<file path="config.mk">
export PLATFORM = sky130hd
export DESIGN_NAME = uart_rx_ctrl
export DESIGN_NICKNAME = d
export VERILOG_FILES = /design/src/rtl/uart_rx_ctrl.sv
export SDC_FILE = /design/constraint.sdc
export NUM_CORES = 1
export LEC_CHECK = 0
export CAP_MARGIN = 20
export CELL_PAD_IN_SITES_DETAIL_PLACEMENT = 1
export CELL_PAD_IN_SITES_GLOBAL_PLACEMENT = 1
export CORE_UTILIZATION = 43
export CTS_CLUSTER_DIAMETER = 120
export CTS_CLUSTER_SIZE = 10
export DETAILED_ROUTE_END_ITERATION = 10
export GPL_TIMING_DRIVEN = 0
export HOLD_SLACK_MARGIN = 0.06
export PLACE_DENSITY_LB_ADDON = 0.15
export SYNTH_ARGS = -nofsm -noshare
export SYNTH_HDL_FRONTEND = slang
export SYNTH_SLANG_ARGS = --single-unit
export TNS_END_PERCENT = 20
</file>
<file path="constraint.sdc">
create_clock -name clk -period 3.6 [get_ports clk]
set_input_delay 0.36 -clock clk [delete_from_list [all_inputs] [get_ports clk]]
set_output_delay 0.36 -clock clk [all_outputs]
set_load 0.005 [all_outputs]
</file>
<file path="src/rtl/uart_rx_ctrl.sv">
// rtl/uart_rx_ctrl.sv - UART receive sequencing, oversampling tick generator and byte FIFO
// Optional frame timeout: define UART_RX_TIMEOUT_EN.
module uart_rx_ctrl #(
  parameter int          DIV_W       = 16,
  parameter int unsigned DEFAULT_DIV = 325,
  parameter int          FIFO_DEPTH  = 4
) (
  input  logic                        clk,
  input  logic                        rst,
  input  logic                        rx,
  input  logic                        rx_en,
  input  logic                        cfg_we,
  input  logic [DIV_W-1:0]            cfg_div,
  input  logic [3:0]                  cfg_bits,
  output logic                        tick,
  output logic [3:0]                  recep,
  output logic                        rx_e,
  input  logic                        rxReady,
  input  logic [7:0]                  rxOut,
  output logic                        rd_valid,
  output logic [7:0]                  rd_data,
  input  logic                        rd_ready,
  output logic [$clog2(FIFO_DEPTH):0] fifo_count,
  output logic                        overrun,
  output logic                        frame_err,
  input  logic                        clr_status
);
  localparam int PTR_W = $clog2(FIFO_DEPTH);
  localparam int CNT_W = PTR_W + 1;

  typedef enum logic [1:0] {S_OFF, S_ARMED, S_FRAME} state_t;

  function automatic logic [3:0] clamp_bits(input logic [3:0] b);
    if (b < 4'd5) return 4'd5;
    if (b > 4'd8) return 4'd8;
    return b;
  endfunction

  state_t           state_q, state_d;
  logic [DIV_W-1:0] cnt_q, cnt_d;
  logic [DIV_W-1:0] cur_div_q, cur_div_d;
  logic [3:0]       cur_bits_q, cur_bits_d;
  logic             pend_valid_q, pend_valid_d;
  logic [DIV_W-1:0] pend_div_q, pend_div_d;
  logic [3:0]       pend_bits_q, pend_bits_d;
  logic             tick_q, tick_d;
  logic             rx_e_q, rx_e_d;
  logic             rdy_q, rdy_d;
  logic             push_q, push_d;
  logic [7:0]       byte_q, byte_d;
  logic [7:0]       mem_q [FIFO_DEPTH];
  logic [7:0]       mem_d [FIFO_DEPTH];
  logic [PTR_W-1:0] wr_ptr_q, wr_ptr_d;
  logic [PTR_W-1:0] rd_ptr_q, rd_ptr_d;
  logic [CNT_W-1:0] count_q, count_d;
  logic             overrun_q, overrun_d;

  logic det;
  logic timeout;
  logic run;
  logic cfg_apply;
  logic pop;
  logic full;
  logic wr_ok;
  logic ovr_set;

  // Rising edge of the receiver's done flag, honoured only while a frame is in progress.
  assign det = rxReady & ~rdy_q & (state_q == S_FRAME);

`ifdef UART_RX_TIMEOUT_EN
  logic [7:0] to_cnt_q, to_cnt_d;
  logic [7:0] to_limit;
  logic       frame_err_q, frame_err_d;

  always_comb begin
    to_limit    = (({4'd0, cur_bits_q} + 8'd2) << 4) + 8'd8;
    timeout     = (state_q == S_FRAME) && tick_q && ((to_cnt_q + 8'd1) == to_limit) && !det;
    to_cnt_d    = (state_q != S_FRAME) ? 8'd0 : (tick_q ? to_cnt_q + 8'd1 : to_cnt_q);
    frame_err_d = timeout | (frame_err_q & ~clr_status);
  end

  always_ff @(posedge clk) begin
    if (!rst) begin
      to_cnt_q    <= 8'd0;
      frame_err_q <= 1'b0;
    end else begin
      to_cnt_q    <= to_cnt_d;
      frame_err_q <= frame_err_d;
    end
  end

  assign frame_err = frame_err_q;
`else
  assign timeout   = 1'b0;
  assign frame_err = 1'b0;
`endif

  assign pop = rd_valid & rd_ready;

  always_comb begin
    state_d = state_q;
    if (!rx_en) begin
      state_d = S_OFF;
    end else begin
      case (state_q)
        S_OFF:   state_d = S_ARMED;
        S_ARMED: if (!rx) state_d = S_FRAME;
        S_FRAME: if (det || timeout) state_d = S_ARMED;
        default: state_d = S_OFF;
      endcase
    end

    // Writes landing mid-frame are parked and take effect as the frame closes.
    cur_div_d    = cur_div_q;
    cur_bits_d   = cur_bits_q;
    pend_valid_d = pend_valid_q;
    pend_div_d   = pend_div_q;
    pend_bits_d  = pend_bits_q;
    cfg_apply    = 1'b0;
    if (state_q != S_FRAME) begin
      if (cfg_we) begin
        cur_div_d  = cfg_div;
        cur_bits_d = clamp_bits(cfg_bits);
        cfg_apply  = 1'b1;
      end
    end else if (state_d != S_FRAME) begin
      if (cfg_we) begin
        cur_div_d  = cfg_div;
        cur_bits_d = clamp_bits(cfg_bits);
      end else if (pend_valid_q) begin
        cur_div_d  = pend_div_q;
        cur_bits_d = pend_bits_q;
      end
      cfg_apply    = cfg_we | pend_valid_q;
      pend_valid_d = 1'b0;
    end else if (cfg_we) begin
      pend_valid_d = 1'b1;
      pend_div_d   = cfg_div;
      pend_bits_d  = clamp_bits(cfg_bits);
    end

    run = (state_q != S_OFF) && (state_d != S_OFF);
    if (!run || cfg_apply) begin
      cnt_d = '0;
    end else if (cnt_q == cur_div_q) begin
      cnt_d = '0;
    end else begin
      cnt_d = cnt_q + DIV_W'(1);
    end
    tick_d = run && !cfg_apply && (cnt_q == cur_div_q);
    rx_e_d = (state_d != S_OFF);

    rdy_d  = rxReady;
    push_d = det;
    byte_d = det ? rxOut : byte_q;

    full    = (count_q == CNT_W'(FIFO_DEPTH));
    wr_ok   = push_q && (!full || pop);
    ovr_set = push_q && full && !pop;

    mem_d = mem_q;
    if (wr_ok) mem_d[wr_ptr_q] = byte_q;
    wr_ptr_d = wr_ok ? wr_ptr_q + PTR_W'(1) : wr_ptr_q;
    rd_ptr_d = pop ? rd_ptr_q + PTR_W'(1) : rd_ptr_q;
    case ({wr_ok, pop})
      2'b10:   count_d = count_q + CNT_W'(1);
      2'b01:   count_d = count_q - CNT_W'(1);
      default: count_d = count_q;
    endcase

    overrun_d = ovr_set | (overrun_q & ~clr_status);
  end

  always_ff @(posedge clk) begin
    if (!rst) begin
      state_q      <= S_OFF;
      cnt_q        <= '0;
      cur_div_q    <= DIV_W'(DEFAULT_DIV);
      cur_bits_q   <= 4'd8;
      pend_valid_q <= 1'b0;
      pend_div_q   <= '0;
      pend_bits_q  <= 4'd8;
      tick_q       <= 1'b0;
      rx_e_q       <= 1'b0;
      rdy_q        <= 1'b0;
      push_q       <= 1'b0;
      byte_q       <= 8'd0;
      wr_ptr_q     <= '0;
      rd_ptr_q     <= '0;
      count_q      <= '0;
      overrun_q    <= 1'b0;
      for (int i = 0; i < FIFO_DEPTH; i++) mem_q[i] <= 8'd0;
    end else begin
      state_q      <= state_d;
      cnt_q        <= cnt_d;
      cur_div_q    <= cur_div_d;
      cur_bits_q   <= cur_bits_d;
      pend_valid_q <= pend_valid_d;
      pend_div_q   <= pend_div_d;
      pend_bits_q  <= pend_bits_d;
      tick_q       <= tick_d;
      rx_e_q       <= rx_e_d;
      rdy_q        <= rdy_d;
      push_q       <= push_d;
      byte_q       <= byte_d;
      wr_ptr_q     <= wr_ptr_d;
      rd_ptr_q     <= rd_ptr_d;
      count_q      <= count_d;
      overrun_q    <= overrun_d;
      mem_q        <= mem_d;
    end
  end

  assign tick       = tick_q;
  assign recep      = cur_bits_q;
  assign rx_e       = rx_e_q;
  assign rd_valid   = (count_q != '0);
  assign rd_data    = mem_q[rd_ptr_q];
  assign fifo_count = count_q;
  assign overrun    = overrun_q;

endmodule

</file>
# [Yosys cells after proc, flatten, opt, wreduce, memory -nomap -nowiden]
# Index checks and enable logic that the tools add are counted.
[classes] addsub=5 order_cmp=5 eq_ne=10 muxes=53 n_bitwise=13 reduce_logical=24
[ops] cell="2-to-1 mux 16 bit" count=5
[ops] cell="2-to-1 mux 4 bit" count=13
[ops] cell="bitwise mux 32 bit" count=1
[ops] cell="2-to-1 mux 1 bit" count=24
[ops] cell="2-to-1 mux 8 bit" count=3
[ops] cell="adder 16 x 1 -> 16 bit (second input constant)" count=1
[ops] cell="binary-select mux 8 bit (select 2 bit)" count=1
[ops] cell="demux 8 bit (select 2 bit)" count=1
[ops] cell="== test 16 bit" count=1
[ops] cell="nonzero test 2 bit" count=5
[ops] cell="logical AND 1 bit" count=7
[ops] cell=">= comparator 3 bit (second input constant)" count=2
[ops] cell="2-to-1 mux 2 bit" count=3
[ops] cell="inequality test 2 bit (second input constant)" count=3
[ops] cell="NOT 2 -> 3 bit" count=2
[ops] cell="case mux 2 bit (3 select lines)" count=1
[ops] cell="case mux 3 bit (2 select lines)" count=1
[ops] cell="AND reduction 3 bit" count=2
[ops] cell="NOT 1 bit" count=5
[ops] cell="adder 2 x 1 -> 2 bit (second input constant)" count=2
[ops] cell="AND 1 bit" count=4
[ops] cell="== test 2 x 1 -> 1 bit (second input constant)" count=2
[ops] cell="== test 2 bit (second input constant)" count=2
[ops] cell="greater-than comparator 4 bit (second input constant)" count=1
[ops] cell="other kinds (13)" count=18
[word_totals] reg_bits=111 inputBits=36 output_inout_bits=20 elab_cells=130

# [Logic depth before layout (Yosys ltp)]
# Gate-level depths: netlist of run 1.
[depth] word_depth=18 depth_mapped=9 ltp_nobuf=8

# [Least setup slack after synthesis of run 1]
# No wires, ideal clock.
[synth_timing] path_type="reg-to-reg" startpoint="register count_q[0] (netlist: fifo_count[0])" endpoint="register count_q[2] (netlist: fifo_count[2])" setup_time_ns=0.071 arrival_time_ns=2.447 required_time_ns=3.529 slack_ns=1.083 path_stages_with_launch=10 path_buffers=1 synth_period_minus_slack_ns=2.517 path_cell_list="dfxtp_1 -> or4b_2 -> buf_2 -> nand2_1 -> ha_1 -> inv_1 -> fa_1 -> xor2_1 -> or3_1 -> a21oi_1"
[synth_via] elab_chain_cells=6 elab_cells_between_ends=12 cone_classes="2 x add/sub; 3 x eq/ne; 1 x mux; 1 x bitwise; 5 x reduce/logical"
[synth_lines] element="start, declared" line_no="55" source="logic [CNT_W-1:0] count_q, count_d;"
[synth_lines] element="start signal, assigned" line_no="208" source="count_q <= count_d;"
[synth_lines] element="== test 3 bit / nonzero test 3 bit (equally long branches)" line_no="157, 217"
[synth_lines] element="logical NOT 1 bit / AND 1 bit (equally long branches)" line_no="158, 98"
[synth_lines] element="logical OR 1 bit" line_no="158" source="wr_ok = push_q && (!full || pop);"
[synth_lines] element="logical AND 1 bit" line_no="158"
[synth_lines] element="== test 2 x 1 -> 1 bit / == test 2 bit (equally long branches)" line_no="165" source="case ({wr_ok, pop})"
[synth_lines] element="case mux 3 bit (2 select lines) / nonzero test 2 bit (equally long branches)"
# Several ways; a longest one is shown, not always the timed one.
# A chain may end at the register's enable or synchronous reset.

# [Worst setup path after layout of run 1]
[layout_timing] startpoint="register rd_ptr_q[0]" endpoint="output port rd_data[1]"
[layout_via] elab_chain_cells=4
[layout_lines] element="start, declared" line_no="54" source="logic [PTR_W-1:0] rd_ptr_q, rd_ptr_d;"
[layout_lines] element="start signal, assigned" line_no="207" source="rd_ptr_q <= rd_ptr_d;"
[layout_lines] element="NOT 2 -> 3 bit (implied by the code)" line_no="218" source="assign rd_data = mem_q[rd_ptr_q];"
[layout_lines] element="binary-select mux 8 bit (select 2 bit)" line_no="218"
[layout_lines] element="2-to-1 mux 8 bit (implied by the code) (2 in a row)" line_no="218"
[layout_lines] element="end, declared" line_no="21" source="output logic [7:0] rd_data,"
# Every way passes these cells. The select of a mux whose other input is x is not followed.

==> metrics.md, run 1 <==
| Metric | Value |
|---|---|
| Gr usage total | `between 20% and 30%` |
| Final Cell Area | `between 5000 and 6000 µm²` |
| Worst rel slew slack | `between 40% and 50%` |
| Area of the die | `between 10000 and 15000 µm²` |
| Remaining Overflow, GRT | `0` |
| Vias | `3728` |
| CORE AREA | `10900 µm²` |
| Drt drc | `0` |
| Seq/Total Area, Yosys | `between 40% and 50%` |
| DR top layer | `met4` |
| Achievable frequency | `approximately 0.36 GHz` |
| Leakage power | `between 2 and 2.5 nW` |
| Peak supply drop | `approximately 240 µV` |
| Area of placed instances | `roughly 5500 µm²` |
| Routed vias/inst | `roughly 5.3` |
| CTS Buf Count | `9` |
| Worst r2r src | `fifo_count[0]$_SDFFE_PN0P_` |
| WL/cell | `between 15 and 20 µm` |
| CP Capture Type | `output port` |
| Min-delay src | `rst` |
| Unique cell type count in the Yosys netlist | `50` |
| Run status | `complete, no violations` |
| Diodes inserted | `0` |
| Crit path kind | `flop to output port` |
| H-tree Lvls | `3` |
| DRT antenna net count | `0` |
| Setup TNS | `0 ns` |
| Routability cong. | `0.785` |
| Worst reg2reg path endpoint | `fifo_count[2]$_SDFFE_PN0P_` |
| Number of synthesized register bits | `111` |
| Metal3 WL | `slightly below 300 µm` |
| Most frequent cells in the layout | `dfxtp_1 (111), nor2_1 (77), mux2i_1 (64)` |
| Initial Util | `~44%` |
| Critical-path maximum fanout | `10` |
| CTS Sinks | `between 100 and 150` |
| Detailed placement HPWL | `about 8700 µm` |
| Vias in the first global route | `slightly below 4000` |
| Power Dens Cells | `about 370 nW/µm²` |
| # rows | `38` |
| Period minus WS final | `~2.8 ns` |
| Mapped Cells | `roughly 500` |
| Async SR Flop Fraction | `0%` |
| Hold Buf Count CTS | `0` |
| Die Height | `108 µm` |
| CTS tree | `built` |
| Worst r2r path cells | `9` |
| R2R Setup Slk | `between 0.8 and 0.9 ns` |
| Crit start category | `flop` |
| 1st-pass router iterations | `4` |
| Metal-1 WL | `between 5000 and 6000 µm` |
| Final hold vios | `0` |
| Nets | `~600` |
| Netlist Area Pre-Place | `4820 µm²` |
| Setup-failing EPs final | `0` |
| Number of synthesized flops with an enable pin | `0` |
| Root Buffer | `clkbuf_8` |
| Area growth, synth to finish | `18.2%` |
| Clock buffer depth | `2` |
| Final wirelength | `around 12000 µm` |
| Layout cells sized above 1 | `under 10%` |
| CTS clock-pin slew for the worst setup and hold paths | `0.10 ns` |
| Crit share post-route | `between 70% and 80%` |
| RSZ-0062 raised after global routing | `no` |
| Ys Warns | `0` |
| Mean post-synth cell area | `between 9 and 10 µm²` |
| Die W | `108 µm` |
| Global-route wire length before repair | `19100 µm` |
| Clock Latency Late Sink | `0.37 ns` |
| Worst path arrival time | `roughly 2.4 ns` |
| PostCTS Resize Cnt | `0` |
| Hold Path Class | `input pin to flop` |
| Port bufs | `52` |
| Final slew viol count | `0` |
| Synth Flop Type | `dfxtp_1` |
| Min-Delay Endpoint | `cur_div_q[2]$_SDFFE_PN1P_` |
| Hold path depth | `2` |
| Ports | `56` |
| Worst path required time | `roughly 3.2 ns` |
| Largest net degree at the start of global routing | `18` |
| Syn nets | `541` |
| Detail Route met2 WL | `6280 µm` |
| Final Skew | `roughly 0.0072 ns` |
| Worst-Margin Slew | `about 0.86 ns` |
| Most common cell after layout, fill and taps aside | `dfxtp_1` |
| Initial antenna violation count | `0` |
| Post-CTS setup buffers | `0` |
| Maxcap violations | `0` |
| Initial DRC Count | `between 100 and 150` |
-- where the power goes --
part	total [mW]	internal [mW]	switching, mW
registers	1.26	1.25	0.0165
clock network	0.700	0.287	0.413
logic	0.150	0.0749	0.0750
total	2.11	1.61	0.504
-- cell families (layout without fill, tap and decap cells) --
logic type               count (synthesis)  in the layout  share of synthesized area [%]
AO/OA/AOI/OAI                           56             56                           7.86
AND/OR/NAND/NOR                        177            177                           17.5
adder cells (fa/ha/maj)                  7              7                           1.97
XOR/XNOR                                33             33                           6.00
multiplexers                            72             72                           17.0
other                                    1              1                         0.0778
flip-flops                             111            111                           46.1
buffers and inverters                   41            109                           3.45
-- state kept, by name, indices dropped and copies added (netlist names) --
register      count
mem_q            32
cur_div_q        16
wr_ptr_q          2
fifo_count        3
pend_bits_q       4
byte_q            8
pend_valid_q      1
state_q           2
recep             4
rdy_q             1
cnt_q            16
rx_e              1
tick              1
pend_div_q       16
push_q            1
overrun           1
rd_ptr_q          2
-- layout make-up --
class | count | area, µm²
plain buffers | 28 | 118
clock buffers | 11 | 151
clock inverters | 5 | 32.5
fillers | 1267 | 5190
inverters | 13 | 48.8
multi-input cells | 346 | 2430
flip-flops and latches | 111 | 2220
well taps | 140 | 175
repair buffers | 52 | 520
-- metal layers --
metal	up-vias	global-route usage, %
met1	1835	24.3
met3	10	4.24
li1	1843	-
met4	0	5.87
met2	40	40.8
met5	-	0
-- metrics by stage --
| stage | hold WS [ns] | setup slack (ns) | std cells | total power, mW | util (%) |
|---|---|---|---|---|---|
| after floorplan | 0.418 | 1.08 | 498 | 1.36 | - |
| after global placement | 0.430 | 0.604 | 690 | 1.44 | 50.7 |
| after detailed placement | 0.448 | 0.560 | 690 | 1.44 | 50.7 |
| after CTS | 0.422 | 0.818 | 706 | 2.14 | 52.4 |
| after global routing | 0.471 | 0.703 | 706 | 2.20 | 52.4 |
| final | 0.426 | 0.842 | 706 | 2.11 | 52.4 |
-- critical path: stages (launching register included) --
cell,delay (ns)
dfxtp_1,0.32
clkbuf_1,0.64
mux4_2,0.61
clkdlybuf4s50_1,0.46
-- worst max-delay path by stage --
stage | start | slack (ns) | endpoint
2_1_floorplan | fifo_count[0]$_SDFFE_PN0P_ | 1.08 | fifo_count[2]$_SDFFE_PN0P_
3_3_place_gp | rd_ready | 0.60 | fifo_count[2]$_SDFFE_PN0P_
3_5_place_dp | rd_ready | 0.56 | fifo_count[2]$_SDFFE_PN0P_
4_1_cts | rd_ptr_q[0]$_SDFFE_PN0P_ | 0.82 | rd_data[0]
5_1_grt | rd_ptr_q[0]$_SDFFE_PN0P_ | 0.70 | rd_data[0]
6_report | rd_ptr_q[0]$_SDFFE_PN0P_ | 0.84 | rd_data[1]
-- synth_stat cells (2+ instances only) --
library cell | n | share of area (%)
a211oi_1 | 16 | 2.5
a21boi_0 | 2 | 0.31
a21oi_1 | 21 | 2.2
and2_1 | 2 | 0.26
buf_2 | 7 | 0.73
clkbuf_1 | 20 | 1.6
dfxtp_1 | 111 | 46
ha_1 | 6 | 1.6
inv_1 | 12 | 0.93
mux2i_1 | 64 | 13
mux4_2 | 8 | 3.7
nand2_1 | 37 | 2.9
nand2b_1 | 3 | 0.39
nand3_1 | 7 | 0.73
nand3_2 | 4 | 0.83
nand4_1 | 8 | 1.0
nor2_1 | 77 | 6.0
nor2b_1 | 3 | 0.39
nor3_1 | 16 | 1.7
nor3b_1 | 2 | 0.31
nor4_1 | 3 | 0.39
o211ai_1 | 5 | 0.78
o21ai_0 | 3 | 0.31
or3_1 | 4 | 0.52
xnor2_1 | 25 | 4.5
xor2_1 | 8 | 1.5
No activity file was read; power rests on OpenSTA's default activity.
==> run 2, diff against run 1 <==
==> constraint.sdc (replaced) <==
create_clock -name clk -period 2.6 [get_ports clk]
set_input_delay 0.26 -clock clk [delete_from_list [all_inputs] [get_ports clk]]
set_output_delay 0.26 -clock clk [all_outputs]
set_load 0.005 [all_outputs]
==> run 2 against run 1 <==
  * Routed wire length grew 0.40%
  * Power grew 38%
  * Core utilization grew 0.39 points
  * Highest routed layer unchanged
  * Final cell count grew 0.14%
  * Critical path depth grew 6
  * Combinational power grew 39%
  * Register-to-register slack lost 0.81 ns
  * Clock power grew 39%
  * Critical path type is now flop to flop
==> metrics.md, run 2 (synthesis gave the netlist of run 1 again) <==
| Metric | Value |
|---|---|
| Most frequent cells in the layout | `dfxtp_1 (109), nor2_1 (77), mux2i_1 (64)` |
| 1st-pass router iterations | `4 (unchanged)` |
| Worst path required time | `2.90 ns (-0.34 ns)` |
| Worst r2r src | `fifo_count[0]$_SDFFE_PN0P_` |
| # rows | `38 (unchanged)` |
| Achievable frequency | `0.397 GHz` |
| Setup-failing EPs final | `0 (unchanged)` |
| Maxcap violations | `0 (unchanged)` |
| RSZ-0062 raised after global routing | `no` |
| Power Dens Cells | `510 nW/µm² (+37%)` |
| Vias in the first global route | `3857 (-0.078%)` |
| CTS tree | `built` |
| Initial antenna violation count | `0 (unchanged)` |
| Remaining Overflow, GRT | `0 (unchanged)` |
| Slowest stage delay, CP | `0.67 ns (+0.03 ns)` |
| Vias | `3748 (+0.54%)` |
| Initial Util | `44.3% (unchanged)` |
| Diodes inserted | `0 (unchanged)` |
| Port bufs | `52 (unchanged)` |
| Final hold vios | `0 (unchanged)` |
| CP Capture Type | `flop` |
| Clock Latency Late Sink | `0.37 ns (about the same)` |
| Leakage power | `2.26 nW (+0.71%)` |
| CP max-delay cell | `or4b_2` |
| Root Buffer | `clkbuf_8` |
| Global-route wire length before repair | `19100 µm (-0.15%)` |
| Hold path depth | `2 (unchanged)` |
| Run status | `complete, no violations` |
| Worst rel slew slack | `48.5% (+5.9 points)` |
| CORE AREA | `10900 µm² (unchanged)` |
| Crit share post-route | `a little over nine tenths` |
| Crit-path cells | `or4b_2 > buf_6 > nand2_4 > ha_4 > inv_1 > fa_1 > xor2_1 > or3_1 > a21oi_1` |
| Min-delay src | `rst` |
| Worst path arrival time | `2.81 ns (+0.41 ns)` |
| Hold Path Class | `input pin to flop` |
| Layout cells sized above 1 | `8.99% (+1.0 points)` |
| Clock buffer depth | `2 (unchanged)` |
| CTS clock-pin slew for the worst setup and hold paths | `0.10 ns (about the same)` |
| Initial DRC Count | `145 (unchanged)` |
| Hold Buf Count CTS | `0 (unchanged)` |
| Placed cells | `690 (unchanged)` |
| Die Height | `108 µm (unchanged)` |
| Worst reg2reg path endpoint | `fifo_count[2]$_SDFFE_PN0P_` |
| CP bufs+invs | `2 (unchanged)` |
| Final Cell Area | `5740 µm² (+0.75%)` |
| Area growth, synth to finish | `19.1%` |
| Die W | `108 µm (unchanged)` |
| Final Skew | `0.00821 ns (+0.000966 ns)` |
| Drt drc | `0 (unchanged)` |
| Worst r2r path cells | `9 (unchanged)` |
| H-tree Lvls | `3 (unchanged)` |
| Largest Register | `mem_q` |
| Total power draw | `2.93 mW (+38%)` |
| R2R Setup Slk | `0.08 ns (-0.81 ns)` |
| Routability cong. | `0.785 (unchanged)` |
| Area of placed instances | `5520 µm² (unchanged)` |
| Cell family with most CP delay | `simple AND/OR/NAND/NOR gates` |
| Pre-CTS setup slack | `-0.340 ns (-0.900 ns)` |
| WL/cell | `16.7 µm (+0.26%)` |
| Detailed placement HPWL | `8740 µm (unchanged)` |
| CTS Sinks | `111 (unchanged)` |
| CTS Buf Count | `9 (unchanged)` |
| Critical-path maximum fanout | `4 (-6)` |
| Most common cell after layout, fill and taps aside | `dfxtp_1` |
| Routed vias/inst | `5.30 (+0.39%)` |
| Peak supply drop | `338 µV (+38%)` |
| Finished Core Util | `52.7% (+0.39 points)` |
| Crit path kind | `flop to flop` |
| Ports | `56 (unchanged)` |
| Final Non-Filler Cells | `707 (+0.14%)` |
| Number of flip-flops in the largest register | `32 (unchanged)` |
| Worst-Margin Slew | `0.766 ns (-0.0948 ns)` |
| Crit start category | `flop` |
| Final worst setup slack | `0.0836 ns (-0.758 ns)` |
| Gr usage total | `21.5% (-0.026 points)` |
| DRT antenna net count | `0 (unchanged)` |
| Area of the die | `11600 µm² (unchanged)` |
| Final wirelength | `11800 µm (+0.40%)` |
| Final slew viol count | `0 (unchanged)` |
| Period minus WS final | `roughly 2.5 ns` |
| Min-Delay Endpoint | `cur_div_q[8]$_SDFFE_PN1P_` |
| Largest net degree at the start of global routing | `18 (unchanged)` |
| Nets | `605 (+0.17%)` |
run 2: cell types whose count changed in the layout (fill, tap and decap cells not counted), sizes merged:
cell / delta
buf: +2
clkbuf: -1
run 2: layer usage:
metal / wire length [µm] / vias to the layer above / part of all wire (%) / track usage, %
met5: 0 / - / 0 / 0
met4: 125 / 0 / 1.1 / 5.87
met3: 289 / 10 / 2.4 / 4.24
met2: 6360 / 38 / 54 / 40.8
met1: 5050 / 1855 / 43 / 24.2
li1: - / 1845 / - / -
run 2: how the worst max path moves through the flow:
stage                                from                    endpoint  slack (ns)  cells past startpoint
5_1_grt        fifo_count[0]$_SDFFE_PN0P_  fifo_count[2]$_SDFFE_PN0P_       0.001                      9
6_report       fifo_count[0]$_SDFFE_PN0P_  fifo_count[2]$_SDFFE_PN0P_        0.08                      9
3_5_place_dp                     rd_ready  fifo_count[2]$_SDFFE_PN0P_       -0.34                     10
4_1_cts        fifo_count[0]$_SDFFE_PN0P_  fifo_count[2]$_SDFFE_PN0P_       -0.02                      9
2_1_floorplan  fifo_count[0]$_SDFFE_PN0P_  fifo_count[2]$_SDFFE_PN0P_        0.08                      9
3_3_place_gp                     rd_ready  fifo_count[2]$_SDFFE_PN0P_       -0.30                     10
run 2: per-stage QoR:
| stage | TNS (ns) | hold WS (ns) |
|---|---|---|
| after global routing | 0 | 0.371 |
| after CTS | -0.0199 | 0.322 |
| after detailed placement | -0.463 | 0.448 |
| after floorplan | 0 | 0.382 |
| final | 0 | 0.329 |
| after global placement | -0.378 | 0.430 |
run 2: layout make-up:
class | count | area [µm²]
clock buffer | 11 | 151
clock inverter | 5 | 32.5
inverter | 13 | 48.8
buffer | 27 | 120
fill | 1264 | 5140
timing repair buffer | 54 | 536
sequential | 111 | 2230
multi-input combinational | 346 | 2450
tap | 140 | 175
run 2: report_power, final:
| part | leakage, nW | switching [mW] | internal, mW |
|---|---|---|---|
| logic | 1.27 | 0.103 | 0.104 |
| clock network | 0.0873 | 0.573 | 0.398 |
| registers | 0.901 | 0.0234 | 1.73 |
| total | 2.26 | 0.700 | 2.23 |
run 2: worst register-to-register path, cell delays in order, from the launching register on:
cell and delay, ns:
dfxtp_4 0.36, or4b_2 0.67, buf_6 0.15, nand2_4 0.08
ha_4 0.14, inv_1 0.05, fa_1 0.38, xor2_1 0.16
or3_1 0.31, a21oi_1 0.14
run 2: repair_timing:
action                                  4_1_cts  5_1_grt
buffers inserted                              0        2
pin swaps                                     0        0
resized for setup                             5        4
endpoints found under the setup margin        9        1
cloned                                        0        0
